`config.mk`:
```
export PLATFORM = sky130hd
export DESIGN_NAME = fetch_unit
export DESIGN_NICKNAME = d
export VERILOG_FILES = /design/src/rtl/cpu_pkg.sv /design/src/rtl/fetch_fifo.sv /design/src/rtl/fetch_unit.sv
export SDC_FILE = /design/constraint.sdc
export NUM_CORES = 1
export LEC_CHECK = 0
export ABC_AREA = 1
export CAP_MARGIN = 20
export CORE_MARGIN = 8
export CORE_UTILIZATION = 57
export CTS_BUF_LIST = sky130_fd_sc_hd__clkbuf_4 sky130_fd_sc_hd__clkbuf_8 sky130_fd_sc_hd__clkbuf_16
export DETAILED_ROUTE_END_ITERATION = 8
export PLACE_DENSITY = 0.87
export SLEW_MARGIN = 20
export SYNTH_ARGS = -nofsm -noshare
export SYNTH_HDL_FRONTEND = slang
export SYNTH_SLANG_ARGS = --single-unit
```
`constraint.sdc`:
```
create_clock -name clk -period 6.1 [get_ports clk]
set_clock_uncertainty 0.2 [all_clocks]
set_input_delay 1.83 -clock clk [delete_from_list [all_inputs] [get_ports clk]]
set_output_delay 1.83 -clock clk [all_outputs]
set_load 0.02 [all_outputs]
```
`src/rtl/cpu_pkg.sv`:
```
// Shared CPU front-end definitions: reset vector, syscall encoding and the fetch queue entry.
package cpu_pkg;

  localparam logic [31:0] RESET_PC_DEFAULT = 32'h0040_0000;
  localparam logic [31:0] SYSCALL_INST     = 32'h0000_000C;

  typedef struct packed {
    logic [31:0] pc;
    logic [31:0] inst;
  } fetch_entry_t;

  typedef enum logic {
    StFetch,
    StHalt
  } fetch_state_e;

endpackage

```
`src/rtl/fetch_fifo.sv`:
```
// Small synchronous FIFO with flush; read data is zero while empty.
module fetch_fifo #(
  parameter int unsigned DEPTH = 4,
  parameter int unsigned WIDTH = 64
) (
  input  logic             clk,
  input  logic             rst_n,
  input  logic             push,
  input  logic             pop,
  input  logic             flush,
  input  logic [WIDTH-1:0] wdata,
  output logic [WIDTH-1:0] rdata,
  output logic             full,
  output logic             empty
);

  localparam int unsigned PtrW = (DEPTH > 1) ? $clog2(DEPTH) : 1;
  localparam logic [PtrW-1:0] PtrOne = 1;
  localparam logic [PtrW:0]   CntOne = 1;
  localparam logic [PtrW:0]   CntMax = (PtrW + 1)'(DEPTH);

  logic [WIDTH-1:0] mem_q [DEPTH];
  logic [PtrW-1:0]  wptr_q, rptr_q;
  logic [PtrW:0]    count_q;
  logic             do_push, do_pop;

  assign empty   = (count_q == '0);
  assign full    = (count_q == CntMax);
  assign do_pop  = pop && !empty;
  assign do_push = push && (!full || do_pop);
  assign rdata   = empty ? '0 : mem_q[rptr_q];

  always_ff @(posedge clk or negedge rst_n) begin
    if (!rst_n) begin
      wptr_q  <= '0;
      rptr_q  <= '0;
      count_q <= '0;
    end else if (flush) begin
      wptr_q  <= '0;
      rptr_q  <= '0;
      count_q <= '0;
    end else begin
      if (do_push) wptr_q <= wptr_q + PtrOne;
      if (do_pop)  rptr_q <= rptr_q + PtrOne;
      unique case ({do_push, do_pop})
        2'b10:   count_q <= count_q + CntOne;
        2'b01:   count_q <= count_q - CntOne;
        default: count_q <= count_q;
      endcase
    end
  end

  // Storage needs no reset: reads are masked by the empty flag.
  always_ff @(posedge clk) begin
    if (do_push && !flush) mem_q[wptr_q] <= wdata;
  end

endmodule

```
`src/rtl/fetch_unit.sv`:
```
// Instruction fetch: PC, redirect and halt FSM feeding a prefetch queue.
// Halt-on-syscall detection is compiled in only when FETCH_HALT_EN is defined.
module fetch_unit
  import cpu_pkg::*;
#(
  parameter int unsigned DEPTH    = 4,
  parameter logic [31:0] RESET_PC = RESET_PC_DEFAULT
) (
  input  logic        clk,
  input  logic        rst_n,
  output logic [31:0] imem_addr,
  input  logic [31:0] imem_inst,
  input  logic        redirect_valid,
  input  logic [31:0] redirect_pc,
  output logic        inst_valid,
  input  logic        inst_ready,
  output logic [31:0] inst_out,
  output logic [31:0] inst_pc,
  output logic        halted
);

  fetch_state_e state_q, state_d;
  logic [31:0]  pc_q, pc_d;
  logic         fifo_full, fifo_empty;
  logic         push_en, pop_en, halt_hit;
  fetch_entry_t wr_entry, rd_entry;
  logic         unused_pc_lsbs;

  assign unused_pc_lsbs = ^redirect_pc[1:0];

  assign imem_addr  = pc_q;
  assign inst_valid = !fifo_empty;
  assign pop_en     = inst_valid && inst_ready && !redirect_valid;
  assign push_en    = !redirect_valid && (state_q == StFetch) && (!fifo_full || pop_en);
  assign wr_entry   = '{pc: pc_q, inst: imem_inst};
  assign inst_out   = rd_entry.inst;
  assign inst_pc    = rd_entry.pc;

`ifdef FETCH_HALT_EN
  // The syscall itself is still enqueued; fetching stops after it.
  assign halt_hit = push_en && (imem_inst == SYSCALL_INST);
  assign halted   = (state_q == StHalt);
`else
  assign halt_hit = 1'b0;
  assign halted   = 1'b0;
`endif

  always_comb begin
    state_d = state_q;
    pc_d    = pc_q;
    if (redirect_valid) begin
      pc_d    = {redirect_pc[31:2], 2'b00};
      state_d = StFetch;
    end else begin
      if (push_en)  pc_d    = pc_q + 32'd4;
      if (halt_hit) state_d = StHalt;
    end
  end

  always_ff @(posedge clk or negedge rst_n) begin
    if (!rst_n) begin
      state_q <= StFetch;
      pc_q    <= RESET_PC;
    end else begin
      state_q <= state_d;
      pc_q    <= pc_d;
    end
  end

  fetch_fifo #(
    .DEPTH(DEPTH),
    .WIDTH($bits(fetch_entry_t))
  ) u_fifo (
    .clk  (clk),
    .rst_n(rst_n),
    .push (push_en),
    .pop  (pop_en),
    .flush(redirect_valid),
    .wdata(wr_entry),
    .rdata(rd_entry),
    .full (fifo_full),
    .empty(fifo_empty)
  );

endmodule

```
==> impl_metrics.json <==
{
  "grt_setup_unrepaired": "false",
  "grt_pass1_vias": 8817,
  "insertedDiodeCount": 0,
  "drive_gt1_share_pct": 8.16,
  "yosys_warnings": 0,
  "final_common_cell": "nor2_1",
  "htree_levels": 1,
  "die_h_um": 162,
  "switching_share_pct": 33.6,
  "fin_crit_sh_pct": 87.1,
  "portBuffers": 158,
  "clock_power_share_pct": 28.0,
  "whs_ns": 0.350,
  "drc": 0,
  "cts_buffers": 28,
  "cpMaxStageDelayCell": "dfrtp_4",
  "use_met1_pct": 28.5,
  "cp_max_fo": 78,
  "regArea_mm2": 0.00838,
  "p_leak_nw": 5.40,
  "viasPerCell": 5.63,
  "max_cap_violations": 0,
  "postLayoutCoreUtil_pct": 72.0,
  "holdBufCountCts": 0,
  "drt-total-wl_mm": 29.9,
  "fmaxAchievable_mhz": 188,
  "gr-usage-all-layers_pct": 22.1,
  "dpl.hpwl_mm": 17.7,
  "dp_slack_ns": 1.40,
  "dieArea_mm2": 0.0264,
  "p_per_area_mw_per_mm2": 446,
  "cts.sink_count": 285,
  "finalSetupViolations": 0,
  "grt_use_met3_pct": 3.74,
  "crit_type": "reg -> out",
  "netlist_instances": 1129,
  "cts_buffer_depth": 3,
  "grt.busiest_layer": "met2",
  "ys_types": 37,
  "crit_arrival_ns": 3.28,
  "power_w": 0.00676,
  "die_w_um": 162,
  "ir_worst_vdd_mv": 0.222,
  "wl_per_cell_um": 19.0,
  "fill_cells": 1414,
  "synth_area_mm2": 0.0122,
  "layout_setup_ws_ns": 0.787,
  "ys_seq_area_share_pct": 68.5,
  "start_kind": "register",
  "slew-limit-headroom_pct": 46.1,
  "path_clk_slew_ns": 0.06,
  "clock_latency_ns": 0.53,
  "seqPwrFrac_pct": 39.3,
  "combPwrFrac_pct": 32.7,
  "ant_nets": 0,
  "status": "complete, no violations",
  "core_area_mm2": 0.0210,
  "initialDrtViolationCount": 897,
  "nNetsFinal": 1351,
  "hold_class": "reg -> reg",
  "grt_antenna_before_repair": 0,
  "period_needed_ns": 5.31,
  "grt_max_degree": 79,
  "multi_input_area_mm2": 0.00345,
  "cts_tree": "built",
  "crit_path_end_kind": "primary output",
  "worst_pin_slew_ns": 0.807,
  "cts_resized": 0,
  "root_buffer": "clkbuf_16",
  "crit_chain": "clkinv_2, buf_12, o21ai_0, a21oi_1, clkdlybuf4s50_1",
  "setup_tns_ns": 0,
  "hold_viol": 0,
  "final_cell_mix": "nor2_1, edfxtp_1, clkdlybuf4s50_1, nand2_1, o21ai_0",
  "io_pins": 166,
  "use_met2_pct": 37.4,
  "syn_avg_cell_area_um2": 10.8,
  "areaGrowthSynthToFinish_pct": 23.8,
  "ys_seq_elements": 285,
  "rows": 53,
  "worstPathRequired_ns": 4.07,
  "firstDrtPassIters": 5,
  "routabilityCongestion": 0.921,
  "p_sw_w": 0.00227,
  "post_cts_buffers": 0,
  "slowest_delay_ns": 0.68,
  "vias": 8856,
  "p_int_w": 0.00449,
  "initial_core_util_pct": 58.1,
  "finalMaxSlewViolations": 0,
  "grt_pass1_wl_mm": 46.4,
  "grt-ovfl-total": 0
}
## power by group through the flow
stage / combinational [W] / sequential, W / clock [W]
after CTS: 0.00223 / 0.00265 / 0.00192
after detailed placement: 0.00221 / 0.00268 / 0
after floorplan: 0.00121 / 0.00266 / 0
after global routing: 0.00238 / 0.00268 / 0.00199
after global placement: 0.00217 / 0.00267 / 0
final: 0.00221 / 0.00265 / 0.00189
## cells by family (layout without fill, tap and decap cells)
logic type / Yosys count / count (layout) / share of synthesized area, %
other: 1 / 6 / 0.0307
adder cells (fa/ha/maj): 6 / 6 / 0.676
AND/OR/NAND/NOR: 493 / 493 / 16.4
AO/OA/AOI/OAI: 231 / 231 / 9.84
XOR/XNOR: 13 / 13 / 0.932
buffers and inverters: 100 / 265 / 3.62
flip-flops: 285 / 285 / 68.5
## routing by layer
metal / vias to the layer above / routed length, um
met5: - / 0
met4: 0 / 728
met3: 54 / 2590
met2: 430 / 14600
met1: 4214 / 12000
li1: 4158 / -
## final timing paths
kind                              startpoint                  end  slack, ns  cells past startpoint
max                         u_fifo.rptr_q[0]         inst_out[20]       0.79                      5
min                        u_fifo.count_q[0]    u_fifo.count_q[0]       0.35                      1
max reg2reg                u_fifo.count_q[0]  u_fifo.mem_q[0][60]       3.73                      6
min reg2reg                u_fifo.count_q[0]    u_fifo.count_q[0]       0.35                      1
max in group asynchronous              rst_n     u_fifo.rptr_q[0]       3.77                      2
min in group asynchronous              rst_n        imem_addr[27]       1.52                      2
## layout make-up
type	count	share of cell area, %
inverter	39	0.976
clock inverter	14	1.50
timing repair buffer	174	11.7
clock buffer	38	5.41
sequential	285	55.4
tap	275	2.27
multi-input combinational	749	22.8
## Yosys cell counts
cell type,n,area (um^2)
inv_2,4,15.0
clkinv_2,1,5.00
o211ai_1,2,15.0
or2_2,2,12.5
nand3_2,2,20.0
nor2_4,5,56.3
xnor2_1,9,78.8
o31ai_1,2,15.0
buf_1,5,18.8
buf_2,23,115
dfrtp_1,36,901
conb_1,1,3.75
clkbuf_2,1,5.00
inv_1,33,124
dfstp_2,1,26.3
clkbuf_1,24,90.1
clkinv_1,1,3.75
a21oi_1,65,325
nand2_1,141,529
nand3_1,26,130
nand3b_1,4,30.0
o22ai_1,1,6.26
xor2_1,4,35.0
nor2_1,294,1100
fa_1,1,20.0
o21ai_1,10,50.1
clkbuf_8,1,13.8
o21ai_0,138,691
nor2_2,8,50.1
ha_1,5,62.6
a31oi_2,1,12.5
a31oi_1,2,12.5
edfxtp_1,248,7450
nand4_1,2,12.5
buf_4,7,52.6
nand2_2,9,56.3
a22oi_1,10,75.1
## state kept, by name (all words and copies together) (netlist names)
register        cells
u_fifo.mem_q      248
u_fifo.wptr_q       2
u_fifo.count_q      3
u_fifo.rptr_q       2
imem_addr          30
## stage by stage
step	cell area, um^2	std cells
after global placement	14100	1522
after global routing	15100	1574
after detailed placement	14100	1522
final	15100	1574
after floorplan	12200	1134
after CTS	15100	1574
## critical path: cells and delay by family (launching register included)
kind | cells | cell delay (ns)
compound gates | 2 | 0.42
buf+inv | 3 | 1.57
flops | 1 | 0.68
(Power assumes the default switching activity.)
